$ cat config.mk
export PLATFORM = sky130hd
export DESIGN_NAME = mem_arbiter
export DESIGN_NICKNAME = d
export VERILOG_FILES = /design/src/rtl/mem_arbiter.sv
export SDC_FILE = /design/constraint.sdc
export NUM_CORES = 1
export LEC_CHECK = 0
export ABC_CLOCK_PERIOD_IN_PS = 2800
export CORE_ASPECT_RATIO = 0.75
export CORE_MARGIN = 2
export CORE_UTILIZATION = 42
export DETAILED_ROUTE_END_ITERATION = 6
export PLACE_DENSITY_LB_ADDON = 0.12
export REMOVE_ABC_BUFFERS = 1
export SYNTH_ARGS = -nofsm -noshare
export SYNTH_HDL_FRONTEND = slang
export SYNTH_SLANG_ARGS = --single-unit
$ cat constraint.sdc
create_clock -name clk -period 2.8 [get_ports clk]
set_input_delay 0.42 -clock clk [delete_from_list [all_inputs] [get_ports clk]]
set_output_delay 0.42 -clock clk [all_outputs]
set_load 0.1 [all_outputs]
$ cat src/rtl/mem_arbiter.sv
// Arbitrates the shared SRAM between the fetch and data ports.
// Round-robin grant, fixed-latency access, registered completion pulses.
module mem_arbiter #(
  parameter int ADDR_W  = 16,
  parameter int DATA_W  = 32,
  parameter int MEM_LAT = 2
) (
  input  logic                clk,
  input  logic                rst,
  input  logic                inst_req,
  input  logic [ADDR_W-1:0]   inst_addr,
  output logic [DATA_W-1:0]   inst_rdata,
  output logic                inst_done,
  output logic                inst_stall,
  input  logic                data_req,
  input  logic [ADDR_W-1:0]   data_addr,
  input  logic [DATA_W/8-1:0] data_we,
  input  logic [DATA_W-1:0]   data_wdata,
  output logic [DATA_W-1:0]   data_rdata,
  output logic                data_done,
  output logic                data_stall,
  output logic                mem_cs,
  output logic [DATA_W/8-1:0] mem_we,
  output logic [ADDR_W-1:0]   mem_addr,
  output logic [DATA_W-1:0]   mem_wdata,
  input  logic [DATA_W-1:0]   mem_rdata
);

  localparam int SW = DATA_W / 8;
  localparam logic [3:0] CNT_INIT = 4'(MEM_LAT - 1);

  typedef enum logic [1:0] {
    IDLE,
    ACCESS,
    RESP
  } state_e;

  state_e            state_q;
  logic [3:0]        cnt_q;
  logic              last_dat_q;
  logic              gnt_dat_q;
  logic              mem_cs_q;
  logic [SW-1:0]     mem_we_q;
  logic [ADDR_W-1:0] mem_addr_q;
  logic [DATA_W-1:0] mem_wdata_q;
  logic [DATA_W-1:0] inst_rdata_q;
  logic [DATA_W-1:0] data_rdata_q;
  logic              inst_done_q;
  logic              data_done_q;
  logic              pick_dat;

  // Data wins a tie unless it was the last port served.
  assign pick_dat = data_req & (~inst_req | ~last_dat_q);

  always_ff @(posedge clk or negedge rst) begin
    if (!rst) begin
      state_q      <= IDLE;
      cnt_q        <= '0;
      last_dat_q   <= 1'b0;
      gnt_dat_q    <= 1'b0;
      mem_cs_q     <= 1'b0;
      mem_we_q     <= '0;
      mem_addr_q   <= '0;
      mem_wdata_q  <= '0;
      inst_rdata_q <= '0;
      data_rdata_q <= '0;
      inst_done_q  <= 1'b0;
      data_done_q  <= 1'b0;
    end else begin
      unique case (state_q)
        IDLE: begin
          if (inst_req | data_req) begin
            gnt_dat_q   <= pick_dat;
            last_dat_q  <= pick_dat;
            mem_cs_q    <= 1'b1;
            mem_addr_q  <= pick_dat ? data_addr : inst_addr;
            mem_we_q    <= pick_dat ? data_we : '0;
            mem_wdata_q <= pick_dat ? data_wdata : '0;
            cnt_q       <= CNT_INIT;
            state_q     <= ACCESS;
          end
        end
        ACCESS: begin
          if (cnt_q == 4'd0) begin
            if (gnt_dat_q) begin
              if (mem_we_q == '0) begin
                data_rdata_q <= mem_rdata;
              end
              data_done_q <= 1'b1;
            end else begin
              inst_rdata_q <= mem_rdata;
              inst_done_q  <= 1'b1;
            end
            mem_cs_q <= 1'b0;
            mem_we_q <= '0;
            state_q  <= RESP;
          end else begin
            cnt_q <= cnt_q - 4'd1;
          end
        end
        RESP: begin
          inst_done_q <= 1'b0;
          data_done_q <= 1'b0;
          state_q     <= IDLE;
        end
        default: begin
          state_q <= IDLE;
        end
      endcase
    end
  end

  assign mem_cs     = mem_cs_q;
  assign mem_we     = mem_we_q;
  assign mem_addr   = mem_addr_q;
  assign mem_wdata  = mem_wdata_q;
  assign inst_rdata = inst_rdata_q;
  assign data_rdata = data_rdata_q;
  assign inst_done  = inst_done_q;
  assign data_done  = data_done_q;
  assign inst_stall = inst_req & ~inst_done_q;
  assign data_stall = data_req & ~data_done_q;

endmodule

======== After elaboration in Yosys (flattened, before gate mapping) ========
Cells that the tools add are included.
storage, ports and cells
  register bits ........................... 126
  latch bits .............................. 0
  memory bits (writable) .................. 0
  ROM bits ................................ 0
  input port bits ......................... 104
  output and inout port bits .............. 121
  logic and storage cells ................. 62
  memories kept ........................... 0
operators by class
  $add $sub $neg .......................... 1
  multiply operators ...................... 0
  div/mod/pow operators ................... 0
  $lt $le $gt $ge ......................... 0
  equality and inequality tests ........... 7
  shift-type cells ........................ 0
  multiplexer cells ....................... 21
  bitwise logic cells ..................... 9
  reductions and logical operators ........ 13
operator list
  kind                                                  count
  2-to-1 mux 32 bit                                     1
  2-to-1 mux 4 bit                                      5
  2-to-1 mux 16 bit                                     1
  case mux 4 bit (2 select lines)                       2
  AND reduction 3 bit                                   5
  != test 2 bit (second input constant)                 5
  logical NOT 4 bit                                     2
  2-to-1 mux 1 bit                                      6
  case mux 1 bit (2 select lines)                       3
  2-to-1 mux 2 bit                                      2
  NOT 1 bit                                             4
  case mux 2 bit (2 select lines)                       1
  AND reduction 2 bit                                   2
  AND reduction 4 bit                                   1
  nonzero test 2 bit                                    2
  subtractor 4 x 1 -> 4 bit (second input constant)     1
  bitwise AND 1 bit                                     3
  equality test 2 x 1 -> 1 bit (second input constant)  1
  equality test 2 bit (second input constant)           1
  logical NOT 2 bit                                     1
  OR 1 bit                                              2

======== Longest topological paths before layout ========
  word-level depth ........................ 6
  depth in mapped cells ................... 7
  gate-level depth less buffers ........... 6

======== Least setup slack after synthesis ========
Ideal clock, no wire load.
  path type ............................... register -> output
  start point ............................. reg inst_done_q, in the netlist inst_done
  end point ............................... out inst_stall
  data arrival time ....................... 2.222 ns
  data required time ...................... 2.380 ns
  setup slack ............................. 0.158 ns
  cell stages (with the launch flop) ...... 2
  buffers on the path ..................... 0
  cells stage by stage .................... dfrtp_1 -> nor2b_1
between the ends
  word-level cells in the longest chain between the ends .. 2
ends and longest elaborated chain
  element                 line  text
  from (decl)             48    logic inst_done_q;
  from (signal assigned)  67    inst_done_q <= 1'b0;
  from (signal assigned)  92    inst_done_q <= 1'b1;
  from (signal assigned)  102   inst_done_q <= 1'b0;
  NOT 1 bit               121   assign inst_stall = inst_req & ~inst_done_q;
  bitwise AND 1 bit       121
  to (decl)               14    output logic inst_stall,
No other way between the ends.

======== Final worst setup path ========
  start point ............................. reg cnt_q[0]
  end point ............................... reg inst_rdata_q[30], in the netlist inst_rdata[30]
between the ends
  word-level cells in the longest chain between the ends .. 2
ends and longest elaborated chain
  element                               line  text
  from (decl)                           39    logic [3:0] cnt_q;
  from (signal assigned)                98    cnt_q <= cnt_q - 4'd1;
  logical NOT 4 bit                     84    if (cnt_q == 4'd0) begin
  AND reduction 3 bit (no source line)  --
  to (signal assigned)                  91    inst_rdata_q <= mem_rdata;
  to (decl)                             46    logic [DATA_W-1:0] inst_rdata_q;
No other way between the ends.
A chain may end at the register's enable or synchronous reset.

==> flow_metrics.env <==
export IMPL_drtPass1Iterations=4
export IMPL_routed_wl_um=12500
export IMPL_place_hpwl_um=8780
export IMPL_timing_final_crit_share_pct=83.7
export IMPL_ys_async_sr_fraction_pct=100
export IMPL_final_cell_area_sq_mm=0.00769
export IMPL_rsz0062_at_grt="no"
export IMPL_areaGrowthSynthToFinish_pct=53.2
export IMPL_min_path_type="input pin to asynchronous set/reset pin"
export IMPL_reg2reg_from="cnt_q[0]$_DFFE_PN0P_"
export IMPL_path_cells="inv_1 -> ha_1 -> or3b_4 -> or3_2 -> buf_4 -> mux2_4"
export IMPL_hold_viol=0
export IMPL_cp_required_ns=3.09
export IMPL_synth_edf_count=0
export IMPL_dpl_instance_area_sq_mm=0.00709
export IMPL_start_util_pct=43.2
export IMPL_num_rows=34
export IMPL_drtIter0Drc=159
export IMPL_grt_first_pass_wirelength_um=19900
export IMPL_root_buffer="clkbuf_16"
export IMPL_clk_latency_ns=0.41
export IMPL_tightest_slew_ns=1.04
export IMPL_diodes=0
export IMPL_antenna_left=0
export IMPL_max_freq_ghz=0.427
export IMPL_path_delay_family="simple AND/OR/NAND/NOR gates"
export IMPL_synth_ff_type="dfrtp_1"
export IMPL_die_width_um=130
export IMPL_ios=225
export IMPL_gp_congestion=0.724
export IMPL_vias=3640
export IMPL_path_clk_slew_ns=0.06
export IMPL_grt_max_degree=56
export IMPL_cts_sinks=126
export IMPL_postCtsHoldBufs=0
export IMPL_cpPeakStageDelay_ns=0.47
export IMPL_drcViolationCount=0
export IMPL_post_cts_buffers=0
export IMPL_fp_dieArea_sq_mm=0.0129
export IMPL_io_buffer_count=224
export IMPL_grt_pass1_vias=3878
export IMPL_start_kind="register"
export IMPL_crit_fanout=33
export IMPL_numCtsBuffers=17
export IMPL_cts_tree="done"
export IMPL_critPathBufInv=2
export IMPL_via_per_inst=4.93
export IMPL_r2r_end="inst_rdata[30]$_DFFE_PN0P_"
export IMPL_cts_max_path_buffers=2
export IMPL_fin_crit_ns=2.34
export IMPL_finalMaxSlewViolations=0
export IMPL_nets=669
export IMPL_cap_violations=0
export IMPL_drive_above_1_share_pct=40.5
export IMPL_setup_violations=0
export IMPL_antenna_found_initial=0
export IMPL_rr_worst_depth=6
export IMPL_fill_cells=879
export IMPL_finClkSkew_ns=0.0102
export IMPL_grtUsageTotal_pct=20.3
export IMPL_reg2reg_slack_ns=0.46
export IMPL_drt_wirelength_per_cell_um=17.0
export IMPL_outcome="completed"
export IMPL_grt_overflow=0
export IMPL_synth_area_top_cells="dfrtp_1 63%, mux2_4 8.7%, mux2_2 8.1%, a22o_1 5.8%, mux2i_1 3.6%"
export IMPL_synth_seq_area_share_pct=62.8
export IMPL_syn_instance_count=336
export IMPL_ys_warn_count=0
export IMPL_synthDominantCellAreaShare_pct=62.8
export IMPL_worstPathArrival_ns=2.63
export IMPL_slew_headroom_pct=30.8
export IMPL_yosysTopAreaCell="dfrtp_1"
export IMPL_end_kind="register"
export IMPL_ys_ff_latch=126
export IMPL_ys_types=30
export IMPL_yosys_cell_count_top_type="dfrtp_1"
export IMPL_fp_dieH_um=98.7
export IMPL_avgSynthCellArea_sq_um=14.9
export IMPL_fp_coreArea_sq_mm=0.0116
export IMPL_htree_levels=4
export IMPL_synthTopCellsByCount="126 x dfrtp_1, 36 x mux2_2, 35 x o21ai_0, 33 x a22o_1, 29 x mux2_4"
export IMPL_ctsResizeCount=0
export IMPL_worst_setup_path_type="register to register"
export IMPL_crit_slowest_cell="or3_2"
export IMPL_syn_cell_area_sq_mm=0.00502
[worst max-delay path by stage]
stage / startpoint / endpoint / slack, ns / cells past startpoint
final: cnt_q[0]$_DFFE_PN0P_ / inst_rdata[30]$_DFFE_PN0P_ / 0.46 / 6
after global routing: cnt_q[0]$_DFFE_PN0P_ / inst_rdata[30]$_DFFE_PN0P_ / 0.35 / 6
after CTS: cnt_q[0]$_DFFE_PN0P_ / inst_rdata[30]$_DFFE_PN0P_ / 0.44 / 6
after detailed placement: cnt_q[0]$_DFFE_PN0P_ / inst_rdata[30]$_DFFE_PN0P_ / 0.45 / 6
after global placement: cnt_q[0]$_DFFE_PN0P_ / inst_rdata[23]$_DFFE_PN0P_ / 0.53 / 6
after floorplan: data_req / mem_wdata[0]$_DFFE_PN0P_ / -1.10 / 3
[worst register-to-register path, delay by kind of cell (launching register included)]
kind	cells	cell delay [ns]
AND/OR/NAND/NOR	2	0.87
buffers and inverters	2	0.43
multiplexers	1	0.39
flip-flops	1	0.38
adder cells (fa/ha/maj)	1	0.17
[cells in the final DEF (no fill, tap or decap)]
| cell type | n |
|---|---|
| nor4_1 | 1 |
| nor2_1 | 1 |
| a21o_1 | 1 |
| a21boi_2 | 1 |
| a22o_1 | 33 |
| o22ai_1 | 1 |
| nand2_1 | 5 |
| nand2b_1 | 2 |
| nor3_1 | 2 |
| nor2b_2 | 1 |
| ha_1 | 2 |
| mux2_4 | 29 |
| clkbuf_16 | 17 |
| mux2_2 | 36 |
| or3_2 | 1 |
| nor3b_1 | 1 |
| a32o_1 | 4 |
| inv_6 | 5 |
| inv_1 | 3 |
| nand4_1 | 1 |
| or2_2 | 2 |
| buf_12 | 1 |
| mux2i_1 | 18 |
| clkinvlp_4 | 1 |
| clkinv_4 | 3 |
| o21ai_0 | 35 |
| clkinv_2 | 3 |
| or3b_4 | 1 |
| nand3_1 | 2 |
| buf_4 | 128 |
| clkdlybuf4s50_1 | 102 |
| nor2b_1 | 3 |
| dfrtp_1 | 126 |
| a31o_2 | 1 |
| bufinv_16 | 3 |
[registers in the layout, summed over array words and instances, names as in the netlist, 2 cells and up]
register / flops
data_rdata: 32
inst_rdata: 32
mem_wdata: 32
mem_addr: 16
cnt_q: 4
mem_we: 4
state_q: 2
[stage by stage]
step / util (%) / setup TNS (ns) / cells / hold WS [ns] / worst slack, ns
final: 66.3 / 0 / 738 / 0.0403 / 0.456
after detailed placement: 61.0 / 0 / 706 / 0.493 / 0.452
after CTS: 66.3 / 0 / 738 / 0.0601 / 0.442
after floorplan: - / -40.29 / 313 / 0.124 / -1.10
after global routing: 66.3 / 0 / 738 / 0.0866 / 0.350
after global placement: 61.0 / 0 / 706 / 0.488 / 0.530
[logic make-up (layout without fill, tap and decap cells)]
| family | count (synthesis) | after routing | share of synthesized area (%) |
|---|---|---|---|
| flops | 126 | 126 | 62.8 |
| compound gates | 76 | 76 | 10.6 |
| simple gates | 23 | 23 | 2.59 |
| buf+inv | 26 | 266 | 3.16 |
| fa+ha+maj | 2 | 2 | 0.498 |
| mux | 83 | 83 | 20.3 |
[routing by layer]
metal	global-route usage [%]	wire (um)	part of all wire, %
met1	24.7	5100	41
met2	33.9	6470	52
met3	5.81	693	5.5
met4	8.44	263	2.1
met5	0	0	0
[area by class of cell]
| type | count | area (sq um) | area share, % |
|---|---|---|---|
| multi-input cells | 184 | 1720 | 22.3 |
| repair buffers | 231 | 2000 | 26.0 |
| flip-flops and latches | 126 | 3150 | 41.0 |
| inverters | 3 | 11.3 | 0.146 |
| clock buffers | 17 | 425 | 5.53 |
| well taps | 162 | 203 | 2.63 |
| clock inverters | 15 | 183 | 2.37 |
Power is left out: the tool's default activity adds up to more than one toggle a clock period on the data nets, which glitch-free logic cannot reach.
